<file path="src/rtl/gate_seq_pkg.sv">
// gate_seq_pkg: default vector widths and FSM state encoding shared by the gate vector sequencer
package gate_seq_pkg;
  localparam int N_IN_DEF = 22;
  localparam int N_OUT_DEF = 10;
  typedef enum logic [2:0] {
    ST_IDLE,
    ST_WAIT_VEC,
    ST_SETTLE,
    ST_CAPTURE,
    ST_REPORT,
    ST_FINISH
  } state_t;
endpackage

</file>
<file path="src/rtl/gate_vector_sequencer_settle_timer.sv">
// settle_timer: loadable down-counter (load/load_val, count enable); zero marks the cycle on which the count runs out
module settle_timer #(
  parameter int W = 8
) (
  input  logic         clk,
  input  logic         rst_n,
  input  logic         load,
  input  logic [W-1:0] load_val,
  input  logic         count,
  output logic         zero
);
  logic [W-1:0] cnt;
  always_ff @(posedge clk)
    if (!rst_n) cnt <= '0;
    else if (load) cnt <= load_val;
    else if (count && cnt != '0) cnt <= cnt - 1'b1;
  assign zero = cnt <= W'(1);
endmodule

</file>
<file path="src/rtl/gate_vector_sequencer.sv">
// gate_vector_sequencer: applies vectors (vec_*) to a gate model (dut_in/dut_out), waits SETTLE cycles, reports masked compare (res_*), counts vectors/errors
module gate_vector_sequencer
  import gate_seq_pkg::*;
#(
  parameter int N_IN   = N_IN_DEF,
  parameter int N_OUT  = N_OUT_DEF,
  parameter int SETTLE = 4,
  parameter int CNT_W  = 16
) (
  input  logic             clk,
  input  logic             rst_n,
  input  logic             start,
  input  logic             vec_valid,
  output logic             vec_ready,
  input  logic [N_IN-1:0]  vec_in,
  input  logic [N_OUT-1:0] exp_in,
  input  logic [N_OUT-1:0] exp_mask,
  input  logic             vec_last,
  output logic [N_IN-1:0]  dut_in,
  input  logic [N_OUT-1:0] dut_out,
  output logic             res_valid,
  input  logic             res_ready,
  output logic [N_OUT-1:0] res_data,
  output logic             res_mismatch,
  output logic             busy,
  output logic             done,
  output logic [CNT_W-1:0] vec_count,
  output logic [CNT_W-1:0] err_count
);
  state_t state_q, state_d;
  logic [N_OUT-1:0] exp_q, mask_q;
  logic last_q, xfer, capture, mis, t_zero;
  assign xfer = state_q == ST_WAIT_VEC && vec_valid;
  assign capture = state_q == ST_CAPTURE;
  assign mis = |((dut_out ^ exp_q) & mask_q);
  settle_timer #(.W(8)) u_timer (
    .clk     (clk),
    .rst_n   (rst_n),
    .load    (xfer),
    .load_val(8'(SETTLE)),
    .count   (state_q == ST_SETTLE),
    .zero    (t_zero)
  );
  always_comb begin
    state_d = state_q;
    case (state_q)
      ST_IDLE:     state_d = start ? ST_WAIT_VEC : ST_IDLE;
      ST_WAIT_VEC: state_d = vec_valid ? ST_SETTLE : ST_WAIT_VEC;
      ST_SETTLE:   state_d = t_zero ? ST_CAPTURE : ST_SETTLE;
      ST_CAPTURE:  state_d = ST_REPORT;
      ST_REPORT:   state_d = !res_ready ? ST_REPORT : last_q ? ST_FINISH : ST_WAIT_VEC;
      ST_FINISH:   state_d = ST_IDLE;
      default:     state_d = ST_IDLE;
    endcase
    vec_ready = state_q == ST_WAIT_VEC;
    res_valid = state_q == ST_REPORT;
    done = state_q == ST_FINISH;
    busy = state_q != ST_IDLE;
  end
  always_ff @(posedge clk)
    if (!rst_n) begin
      state_q <= ST_IDLE;
      dut_in <= '0;
      exp_q <= '0;
      mask_q <= '0;
      last_q <= 1'b0;
      res_data <= '0;
      res_mismatch <= 1'b0;
      vec_count <= '0;
      err_count <= '0;
    end else begin
      state_q <= state_d;
      if (state_q == ST_IDLE && start) begin
        vec_count <= '0;
        err_count <= '0;
      end
      if (xfer) begin
        dut_in <= vec_in;
        exp_q <= exp_in;
        mask_q <= exp_mask;
        last_q <= vec_last;
      end
      if (capture) begin
        res_data <= dut_out;
        res_mismatch <= mis;
        vec_count <= &vec_count ? vec_count : vec_count + 1'b1;
        err_count <= (mis && !(&err_count)) ? err_count + 1'b1 : err_count;
      end
    end
endmodule

</file>
<file path="config.mk">
export PLATFORM = sky130hd
export DESIGN_NAME = gate_vector_sequencer
export DESIGN_NICKNAME = d
export VERILOG_FILES = /design/src/rtl/gate_seq_pkg.sv /design/src/rtl/gate_vector_sequencer_settle_timer.sv /design/src/rtl/gate_vector_sequencer.sv
export SDC_FILE = /design/constraint.sdc
export NUM_CORES = 1
export LEC_CHECK = 0
export ABC_AREA = 1
export BUFFER_PORTS_ARGS = -buffer_cell sky130_fd_sc_hd__buf_2
export CAP_MARGIN = 20
export CORE_MARGIN = 2
export CORE_UTILIZATION = 45
export CTS_BUF_LIST = sky130_fd_sc_hd__clkbuf_8
export CTS_CLUSTER_SIZE = 12
export DETAILED_ROUTE_END_ITERATION = 10
export PLACE_DENSITY = 0.75
export SLEW_MARGIN = 15
export SYNTH_ARGS = -nofsm -noshare
export SYNTH_HDL_FRONTEND = slang
export SYNTH_SLANG_ARGS = --single-unit
</file>
<file path="constraint.sdc">
create_clock -name clk -period 2.5 [get_ports clk]
set_clock_uncertainty 0.15 [all_clocks]
set_input_delay 0.5 -clock clk [delete_from_list [all_inputs] [get_ports clk]]
set_output_delay 0.5 -clock clk [all_outputs]
set_load 0.1 [all_outputs]
</file>
==> results of run 1 <==
[cell usage after synthesis]
cell	count
clkinv_2	2
a31oi_1	1
buf_6	4
nor3_2	2
xor2_1	13
nand2_1	102
inv_2	7
nor2_2	5
nand2_4	2
nor3_1	16
nand2_2	4
o21ai_2	1
inv_1	40
xnor2_1	2
o21a_1	1
nor2_4	3
dfxtp_1	97
and3_1	1
o21ai_1	3
o21ai_0	60
clkbuf_1	11
ha_1	4
nor3b_1	1
nand4_2	2
a211oi_1	2
nand3b_1	3
buf_2	10
nor2_1	146
a21oi_1	49
nand3_4	2
nand3_1	42
and2_1	1
nor3b_2	1
o21ai_4	1
nand3_2	2
or2_0	2
or2_1	1
nand4_1	3
[metal layers]
layer  up-vias  global-route usage, %  wire length [um]
met1      2039                   26.7              5170
met4         0                   6.38               138
met3        11                   5.05               725
met2       117                   34.1              5240
li1       2337                      -                 -
met5         -                      0                 0
[cells by family after synthesis]
group	count (synthesis)	synth area share, %
and+or+nand+nor	341	33.3
AOI/OAI and AO/OA	118	13.4
DFF	97	42.3
buffers and inverters	74	7.04
xor gates and xnor gates	15	2.86
adders and majority gates	4	1.09
[area by class of cell]
class | count | area (sq um) | share of cell area [%]
clock buffer | 9 | 124 | 2.26
clock inverter | 6 | 68.8 | 1.25
inverter | 49 | 186 | 3.40
multi-input combinational | 478 | 2330 | 42.5
sequential | 97 | 1940 | 35.4
tap | 133 | 166 | 3.03
timing repair buffer | 131 | 668 | 12.2
[metrics by stage]
stage / std cells / power, mW / worst slack (ns)
4_1_cts: 903 / 3.57 / 0.208
2_1_floorplan: 649 / 2.40 / 0.00715
5_1_grt: 903 / 3.71 / 0.153
3_3_place_gp: 888 / 2.55 / 0.528
6_report: 903 / 3.55 / 0.232
3_5_place_dp: 888 / 2.57 / 0.463
[worst register-to-register path, cell delays in order (launching register included)]
cell     delay (ns)
dfxtp_1        0.43
ha_1           0.24
nand2_2        0.09
nor2_2         0.19
nand4_2        0.17
nand3_4        0.21
nand2_4        0.16
inv_2          0.12
nor2_1         0.05
nor2_1         0.09
[registers in the layout, indices dropped and copies added (netlist names)]
name          count
dut_in           22
err_count        16
exp_q            10
last_q            1
mask_q           10
res_data         10
res_mismatch      1
state_q           3
u_timer.cnt       8
vec_count        16
[how the worst max path moves through the flow]
stage            startpoint           end  slack, ns  cells past startpoint
2_1_floorplan  err_count[0]  err_count[2]      0.007                      9
3_3_place_gp          rst_n    state_q[0]       0.53                      3
3_5_place_dp          rst_n    state_q[0]       0.46                      3
4_1_cts          state_q[0]     vec_ready       0.21                      5
5_1_grt          state_q[0]     vec_ready       0.15                      5
6_report         state_q[0]     vec_ready       0.23                      5
[cells in the final DEF (no fill, tap or decap), types with 2 or more instances in the layout]
| cell | Yosys | routed |
|---|---|---|
| nand2_2 | 4 | 4 |
| nand2_4 | 2 | 2 |
| a21oi_1 | 49 | 49 |
| clkinv_4 | 0 | 2 |
| clkinv_2 | 2 | 3 |
| nor3_2 | 2 | 4 |
| nand3_4 | 2 | 2 |
| xor2_1 | 13 | 13 |
| dfxtp_2 | 0 | 2 |
| a211oi_1 | 2 | 2 |
| clkbuf_8 | 0 | 9 |
| nand4_2 | 2 | 2 |
| nand2_1 | 102 | 102 |
| dfxtp_1 | 97 | 95 |
| nand3b_1 | 3 | 3 |
| nand3_2 | 2 | 2 |
| nand3_1 | 42 | 42 |
| nor2_1 | 146 | 146 |
| inv_2 | 7 | 7 |
| ha_1 | 4 | 4 |
| nor3_1 | 16 | 14 |
| nor2_2 | 5 | 5 |
| xnor2_1 | 2 | 2 |
| buf_2 | 10 | 126 |
| nand4_1 | 3 | 3 |
| or2_0 | 2 | 2 |
| inv_1 | 40 | 40 |
| buf_4 | 0 | 5 |
| o21ai_1 | 3 | 3 |
| nor2_4 | 3 | 3 |
| o21ai_0 | 60 | 60 |
[report_power, final]
part           total (mW)  switching (mW)  leakage (nW)  internal [mW]
logic               0.838           0.670          1.55          0.168
clock network        1.02           0.560        0.0957          0.463
registers            1.69          0.0614         0.789           1.63
total                3.55            1.29          2.44           2.26
==> reports/qor.csv, run 1 <==
metric;value;unit
Synth area leader;dfxtp_1;
Mapped Cells;649;
Finished Cell Area;5490;sq um
Final Cycle Share;90.7;%
average size of a mapped cell;7.07;sq um
Antenna diodes;0;
Final min period;2.27;ns
Core Util, Final;55.9;%
max cap viols;0;
Die Height;105;um
reg2reg end;err_count[13];
Worst Max-Slew Pin Slew;0.732;ns
Yosys reg bits;97;
PortBufs;126;
Vias;4504;
sequential area share after synthesis;42.3;%
endpoint of the worst hold path;mask_q[4];
maximum clock path buffer count;2;
largest net degree at the start of global routing;50;
# rows;36;
# fillers;1012;
flop2flop setup slack;0.54;ns
Slowest-stage cell, CP;dfxtp_1;
critical hold path startpoint;exp_mask[4];
layout cell share with drive strength beyond 1;23.9;%
Cell Area, Placed;5300;sq um
R2R Path Start;err_count[0];
per-cell routed wire length;12.5;um
CP Max Fanout;4;
first-pass GRT wire length;18.8;mm
final global-route overflow total;0;
Post-CTS Resized;0;
post-CTS setup buffer count;0;
Synthesis Warnings;0;
top area cells in the synthesized netlist;dfxtp_1 (42%), nor2_1 (12%), nand2_1 (8.3%), o21ai_0 (6.5%), a21oi_1 (5.3%);
Layout area overhead;19.7;%
Inserted Clock Buffers;9;
vias in the first global route;4186;
fin. max-slew vios;0;
Startpoint Class;flip-flop;
Initial Util;46.7;%
Synth Net Count;711;
Final ANT Viol Nets;0;
DRT iter0 DRCs;185;
DRC viols;0;
Hold Crit Depth;3;
worst-skew pair later-pin latency;0.36;ns
initial antenna violation count;0;
Hold Crit Class;primary input to flip-flop;
DR vias/cell;4.99;
crit path kind;flip-flop to output port;
Max VDD drop;440;uV
gp weighted congestion;0.884;
Die X;105;um
CP endpoint kind;output port;
final wirelength;11.3;mm
FMAX;441;MHz
crit-path leading delay family;buffers and inverters;
FF-to-FF path depth;9;
Nets;828;
CP Data Required Time;1.85;ns
Hold WS;0.201;ns
Hold Fails Final Rpt;0;
IO Count;127;
CTS sink count;97;
leakage;2.44;nW
Total GRT Usage;20.7;%
status;completed;
H-Tree Level Count;3;
max incr delay on CP;0.45;ns
crit-path cells;inv_2, nor2_1, nand2_1, inv_1, buf_2;
Worst-path clk slew;0.10;ns
post-synth top area share;42.3;%
synthesized area;4590;sq um
critical path buffer and inverter count;3;
Setup Viol. Count Final;0;
sum of negative setup slack;0;ns
P per Cell Area;647;nW/um^2
CTS tree;done;
synth unique cells;38;
Die ar.;11000;sq um
Core Footprint;9820;sq um
Slew headroom;51.2;%
RSZ-0062 raised after global routing;false;
hpwl dp;8.24;mm
clock root buffer;clkbuf_8;
Pre-antenna DRT Iters;6;
Critical Path AT;1.62;ns
hold_buf cts;0;
Power figures use the tool's default switching activity.
==> run 2, diff against run 1 <==
--- a/config.mk
+++ b/config.mk
@@ -9,11 +9,11 @@
 export BUFFER_PORTS_ARGS = -buffer_cell sky130_fd_sc_hd__buf_2
 export CAP_MARGIN = 20
 export CORE_MARGIN = 2
-export CORE_UTILIZATION = 45
+export CORE_UTILIZATION = 49
 export CTS_BUF_LIST = sky130_fd_sc_hd__clkbuf_8
 export CTS_CLUSTER_SIZE = 12
 export DETAILED_ROUTE_END_ITERATION = 10
-export PLACE_DENSITY = 0.75
+export PLACE_DENSITY = 0.84
 export SLEW_MARGIN = 15
 export SYNTH_ARGS = -nofsm -noshare
 export SYNTH_HDL_FRONTEND = slang
==> constraint.sdc (replaced) <==
create_clock -name clk -period 1.89 [get_ports clk]
set_clock_uncertainty 0.15 [all_clocks]
set_input_delay 0.378 -clock clk [delete_from_list [all_inputs] [get_ports clk]]
set_output_delay 0.378 -clock clk [all_outputs]
set_load 0.1 [all_outputs]
==> reports/qor.csv, run 2 (synthesis gave the netlist of run 1 again) <==
metric;value;unit;change
met3 Use GR;4.44;%;was 5.05%
crit path launch;state_q[1];;was state_q[0]
first-pass GRT wire length;19.0;mm;was 18.8 mm
leakage;2.54;nW;was 2.44 nW
Top Usage Layer GRT;met2;;unchanged
Setup Viol. Count Final;0;;unchanged
vias in the first global route;4293;;was 4186
DR vias/cell;5.17;;was 4.99
Initial Util;50.1;%;was 46.7%
flop2flop setup slack;0.16;ns;was 0.54 ns
CP Data Required Time;1.36;ns;was 1.85 ns
Total Power;4.69;mW;was 3.55 mW
reg2reg end;u_timer.cnt[6];;was err_count[13]
clock root buffer;clkbuf_8;;unchanged
CP Max Fanout;5;;was 4
Top reg by flops;dut_in;;unchanged
Final Cycle Share;97.4;%;
Critical Path AT;1.31;ns;was 1.62 ns
gp weighted congestion;0.882;;was 0.884
most frequent cells in the layout;nor2_1 (145), buf_2 (122), nand2_1 (101);;was nor2_1 (146), buf_2 (126), nand2_1 (102)
Largest register FFs;22;;unchanged
worst-skew pair later-pin latency;0.37;ns;was 0.36 ns
Max VDD drop;627;uV;was 440 uV
DP Worst Slack;-0.0484;ns;was 0.463 ns
Startpoint Class;flip-flop;;unchanged
setup ws final;0.0490;ns;was 0.232 ns
Total GRT Usage;22.9;%;was 20.7%
crit-path cells;buf_4, nor3_4, buf_12;;was inv_2, nor2_1, nand2_1, inv_1, buf_2
per-cell routed wire length;12.8;um;was 12.5 um
FMAX;543;MHz;
# fillers;825;;was 1012
CTS sink count;97;;unchanged
Slowest-stage cell, CP;dfxtp_2;;was dfxtp_1
Antenna diodes;0;;unchanged
Nets;840;;was 828
commonest non-fill, non-tap cell in the layout;nor2_1;;unchanged
Die Height;101;um;was 105 um
final global-route overflow total;0;;unchanged
Hold Crit Class;primary input to flip-flop;;unchanged
Final min period;1.84;ns;
hpwl dp;8.38;mm;was 8.24 mm
P per Cell Area;819;nW/um^2;was 647 nW/um^2
CP Capture Point;res_valid;;was vec_ready
top flop regs;dut_in (22), err_count (16), vec_count (16);;unchanged
maximum clock path buffer count;2;;unchanged
Layout area overhead;24.8;%;was 19.7%
Die ar.;10200;sq um;was 11000 sq um
crit path kind;flip-flop to output port;;unchanged
max incr delay on CP;0.37;ns;was 0.45 ns
Hold Fails Final Rpt;0;;unchanged
R2R Path Start;u_timer.cnt[0];;was err_count[0]
Pre-antenna DRT Iters;5;;was 6
fin. max-slew vios;0;;unchanged
IO Count;127;;unchanged
status;completed;;unchanged
Worst Max-Slew Pin Slew;0.760;ns;was 0.732 ns
max cap viols;0;;unchanged
layout cell share with drive strength beyond 1;30.1;%;was 23.9%
PortBufs;126;;unchanged
RSZ-0062 raised after global routing;false;;unchanged
H-Tree Level Count;3;;unchanged
Die X;101;um;was 105 um
Slew headroom;49.3;%;was 51.2%
largest net degree at the start of global routing;37;;was 50
FF-to-FF path depth;7;;was 9
met2 usage;39.0;%;was 34.1%
Worst-path clk slew;0.10;ns;about the same
DRT iter0 DRCs;150;;was 185
initial antenna violation count;0;;unchanged
final wirelength;11.4;mm;was 11.3 mm
Core Footprint;9150;sq um;was 9820 sq um
Vias;4618;;was 4504
GR Layer Usage met1;28.1;%;was 26.7%
Final ANT Viol Nets;0;;unchanged
DRC viols;0;;unchanged
# rows;35;;was 36
CP endpoint kind;output port;;unchanged
Inserted Clock Buffers;9;;unchanged
CTS tree;done;;unchanged
run 2: cell count changes in the layout (fill, tap and decap cells not counted), sizes merged:
cell | previous run | this run
buf | 131 | 142
inv | 48 | 50
bufinv | 1 | 0
clkbuf | 9 | 10
clkinvlp | 1 | 0
nand2 | 108 | 109
run 2: timing repair:
item                       in CTS  in global routing
cloned                          0                  1
setup endpoints to repair       7                 14
hold buffers                    0                  0
pin swaps                       0                  3
gates resized for setup         4                 10
buffers inserted                0                  2
run 2: how the worst min path moves through the flow:
stage,from,to,depth (start not counted)
3_5_place_dp,exp_q[2],exp_q[2],2
3_3_place_gp,exp_q[5],exp_q[5],2
4_1_cts,vec_in[12],dut_in[12],3
2_1_floorplan,exp_q[0],exp_q[0],2
5_1_grt,exp_mask[4],mask_q[4],3
6_report,exp_mask[3],mask_q[3],3
run 2: metal layers:
metal	routed length, um	part of all wire [%]
met1	4980	44
met2	5500	48
met3	702	6.1
met4	240	2.1
met5	0	0
run 2: per-stage QoR:
step	cells	setup TNS (ns)	instance area (sq um)	util [%]	hold WS [ns]
2_1_floorplan	649	-0.372	4690	-	0.294
3_3_place_gp	875	0	5480	59.9	0.305
3_5_place_dp	875	-0.0541	5480	59.9	0.311
4_1_cts	891	-0.0000470	5670	62.0	0.0630
5_1_grt	894	0	5730	62.6	0.0647
6_report	894	0	5730	62.6	0.0703
run 2: area by class of cell:
type                       count  area [sq um]  area share [%]
clock buffer                  10           138            2.40
clock inverter                 6          43.8           0.765
inverter                      49           193            3.37
multi-input combinational    479          2400            41.8
sequential                    97          2010            35.0
tap                          111           139            2.43
timing repair buffer         142           811            14.2
run 2: where the power goes:
| part | internal [mW] | switching, mW | leakage (nW) |
|---|---|---|---|
| Combinational | 0.268 | 0.911 | 1.63 |
| Sequential | 2.16 | 0.0886 | 0.807 |
| Clock | 0.520 | 0.747 | 0.0980 |
| Total | 2.94 | 1.75 | 2.54 |
run 2: critical path: cells and delay by family, from the launching register on:
family | cells | cell delay (ns)
AND/OR/NAND/NOR | 1 | 0.21
buffers and inverters | 2 | 0.36
flip-flops | 1 | 0.37
==> run 3, diff against run 2 <==
--- a/config.mk
+++ b/config.mk
@@ -13,8 +13,9 @@
 export CTS_BUF_LIST = sky130_fd_sc_hd__clkbuf_8
 export CTS_CLUSTER_SIZE = 12
 export DETAILED_ROUTE_END_ITERATION = 10
-export PLACE_DENSITY = 0.84
+export PLACE_DENSITY = 0.83
 export SLEW_MARGIN = 15
 export SYNTH_ARGS = -nofsm -noshare
 export SYNTH_HDL_FRONTEND = slang
+export SYNTH_HIERARCHICAL = 1
 export SYNTH_SLANG_ARGS = --single-unit
==> reports/qor.csv, run 3 <==
metric;value;unit;change
crit path kind;flip-flop to flip-flop;;was flip-flop to output port
vias in the first global route;4445;;was 4293
RSZ-0062 raised after global routing;true;;was false
Finished Cell Area;6080;sq um;was 5730 sq um
gp weighted congestion;0.889;;was 0.882
CTS sink count;97;;unchanged
Setup Viol. Count Final;0;;unchanged
Final Cycle Share;96.9;%;was 97.4%
CP Data Required Time;2.04;ns;was 1.36 ns
list of most frequent post-synthesis cells;nor2_1 (159), nand2_1 (118), dfxtp_1 (97);;was nor2_1 (146), nand2_1 (102), dfxtp_1 (97)
largest net degree at the start of global routing;53;;was 37
PortBufs;126;;unchanged
Slowest-stage cell, CP;dfxtp_4;;was dfxtp_2
EDFF count, synth;0;;unchanged
Hold Fails Final Rpt;0;;unchanged
hold_buf cts;0;;unchanged
Final min period;1.83;ns;was 1.84 ns
CP endpoint kind;flip-flop;;was output port
DR vias/cell;4.94;;was 5.17
FMAX;546;MHz;was 543 MHz
most frequent cells in the layout;nor2_1 (155), buf_2 (122), nand2_1 (116);;was nor2_1 (145), buf_2 (122), nand2_1 (101)
DRC viols;0;;unchanged
worst-skew pair later-pin latency;0.37;ns;about the same
status;completed;;unchanged
Die Height;102;um;was 101 um
sequential area share after synthesis;40.9;%;was 42.3%
max cap viols;0;;unchanged
Core Footprint;9330;sq um;was 9150 sq um
Startpoint Class;flip-flop;;unchanged
Die X;102;um;was 101 um
# fillers;849;;was 825
Critical Path AT;1.98;ns;was 1.31 ns
flop2flop setup slack;0.06;ns;was 0.16 ns
top flop regs;dut_in (22), err_count (16), vec_count (16);;unchanged
Synth area leader;dfxtp_1;;unchanged
layout cell share with drive strength beyond 1;29.7;%;was 30.1%
DRT iter0 DRCs;128;;was 150
Synthesis Warnings;6;;was 0
count leader, synth;nor2_1;;unchanged
Vias;4813;;was 4618
Largest register FFs;22;;unchanged
Cell Area, Placed;5780;sq um;was 5480 sq um
Top reg by flops;dut_in;;unchanged
IO Count;127;;unchanged
CTS tree;done;;unchanged
Layout area overhead;27.9;%;was 24.8%
Pre-antenna DRT Iters;4;;was 5
max incr delay on CP;0.38;ns;was 0.37 ns
Mapped Cells;702;;was 649
post-synth top area share;40.9;%;was 42.3%
Post-synth top flop;dfxtp_1;;unchanged
maximum clock path buffer count;2;;unchanged
leakage;2.70;nW;was 2.54 nW
Die ar.;10500;sq um;was 10200 sq um
FF-to-FF path depth;12;;was 7
Antenna diodes;0;;unchanged
Worst-path clk slew;0.11;ns;was 0.10 ns
Hold Crit Depth;3;;unchanged
final global-route overflow total;0;;unchanged
average size of a mapped cell;6.77;sq um;was 7.07 sq um
hpwl dp;8.54;mm;was 8.38 mm
Final ANT Viol Nets;0;;unchanged
WP depth;12;;was 3
ys async rst share;0;%;unchanged
# rows;35;;unchanged
fin. max-slew vios;0;;unchanged
final wirelength;11.7;mm;was 11.4 mm
crit-path leading delay family;simple AND/OR/NAND/NOR gates;;was flip-flops
H-Tree Level Count;3;;unchanged
synthesized area;4750;sq um;was 4590 sq um
per-cell routed wire length;12.0;um;was 12.8 um
top area cells in the synthesized netlist;dfxtp_1 (41%), nor2_1 (13%), nand2_1 (9.3%), o21ai_0 (7.1%), nand3_1 (5.3%);;was dfxtp_1 (42%), nor2_1 (12%), nand2_1 (8.3%), o21ai_0 (6.5%), a21oi_1 (5.3%)
Yosys reg bits;97;;unchanged
clock root buffer;clkbuf_8;;unchanged
crit-path cells;ha_4, nand2_4, inv_2, nand3_2, nor2_2, nand2_1, inv_2, nand2_2, nand2_4, buf_4, or2_2, a21oi_2;;was buf_4, nor3_4, buf_12
Inserted Clock Buffers;9;;unchanged
synth unique cells;34;;was 38
Initial Util;51.0;%;was 50.1%
sum of negative setup slack;0;ns;unchanged
Hold WS;0.105;ns;was 0.0703 ns
CP Max Fanout;4;;was 5
commonest non-fill, non-tap cell in the layout;nor2_1;;unchanged
Nets;903;;was 840
Max VDD drop;536;uV;was 627 uV
Hold Crit Class;primary input to flip-flop;;unchanged
Total GRT Usage;22.9;%;about the same
initial antenna violation count;0;;unchanged
critical path buffer and inverter count;3;;was 2
first-pass GRT wire length;19.4;mm;was 19.0 mm
P per Cell Area;828;nW/um^2;was 819 nW/um^2
run 3: cell types whose count changed in the layout (fill, tap and decap cells not counted), sizes merged, moves of 2 or more:
cell / change
a211oi: -2
inv: +12
or2: +3
conb: +8
nor2: +12
xor2: -2
nand4: -3
nand3: +8
o21ai: +6
buf: +6
nand2: +17
run 3: what timing repair did:
item,4_1_cts,5_1_grt
setup buffers,0,7
gates cloned,0,1
endpoints found under the hold margin,0,0
pin swaps,0,4
endpoints found under the setup margin,3,25
resized for setup,2,9
run 3: layout make-up:
type	instances	area (sq um)	share of cell area, %
multi-input cells	524	2580	42.5
clock buffers	9	124	2.04
repair buffers	148	881	14.5
flip-flops and latches	97	2020	33.2
inverters	60	245	4.03
well taps	129	161	2.65
clock inverters	7	71.3	1.17
run 3: power breakdown:
group	internal [mW]	switching, mW
Combinational	0.393	1.05
Clock	0.518	0.806
Sequential	2.16	0.0994
Total	3.07	1.96
run 3: cells by family after synthesis:
| logic type | after synthesis | share of synthesized area [%] |
|---|---|---|
| other | 2 | 0.158 |
| flip-flops | 97 | 40.9 |
| AO/OA/AOI/OAI | 123 | 13.5 |
| adder cells (fa/ha/maj) | 5 | 1.32 |
| buffers and inverters | 88 | 7.55 |
| XOR/XNOR | 13 | 2.40 |
| AND/OR/NAND/NOR | 374 | 34.2 |
run 3: worst reg2reg max path, stage by stage (launching register included):
cell	delay (ns)
dfxtp_4	0.38
ha_4	0.17
nand2_4	0.08
inv_2	0.04
nand3_2	0.07
nor2_2	0.05
nand2_1	0.07
inv_2	0.05
nand2_2	0.07
nand2_4	0.09
buf_4	0.17
or2_2	0.27
a21oi_2	0.11
run 3: worst paths after layout:
path,start,endpoint
min reg2reg,exp_q[2],exp_q[2]
min,vec_in[14],dut_in[14]
max,vec_count[1],vec_count[0]
max reg2reg,vec_count[1],vec_count[0]
run 3: metal layers:
metal | part of all wire [%] | wire [um] | GRT usage [%]
met1 | 44 | 5090 | 28.5
met3 | 7.4 | 867 | 5.69
met2 | 48 | 5590 | 39.2
met5 | 0 | 0 | 0
met4 | 1.0 | 121 | 6.87
run 3: metrics by stage:
stage          total power, mW  utilization (%)  worst slack (ns)  instances
2_1_floorplan             3.42                -            -0.232        708
3_3_place_gp              3.71             62.0            0.0621        950
3_5_place_dp              3.72             62.0            0.0308        950
4_1_cts                   5.06             64.2            0.0149        966
5_1_grt                   5.30             65.2           -0.0154        974
6_report                  5.03             65.2            0.0593        974
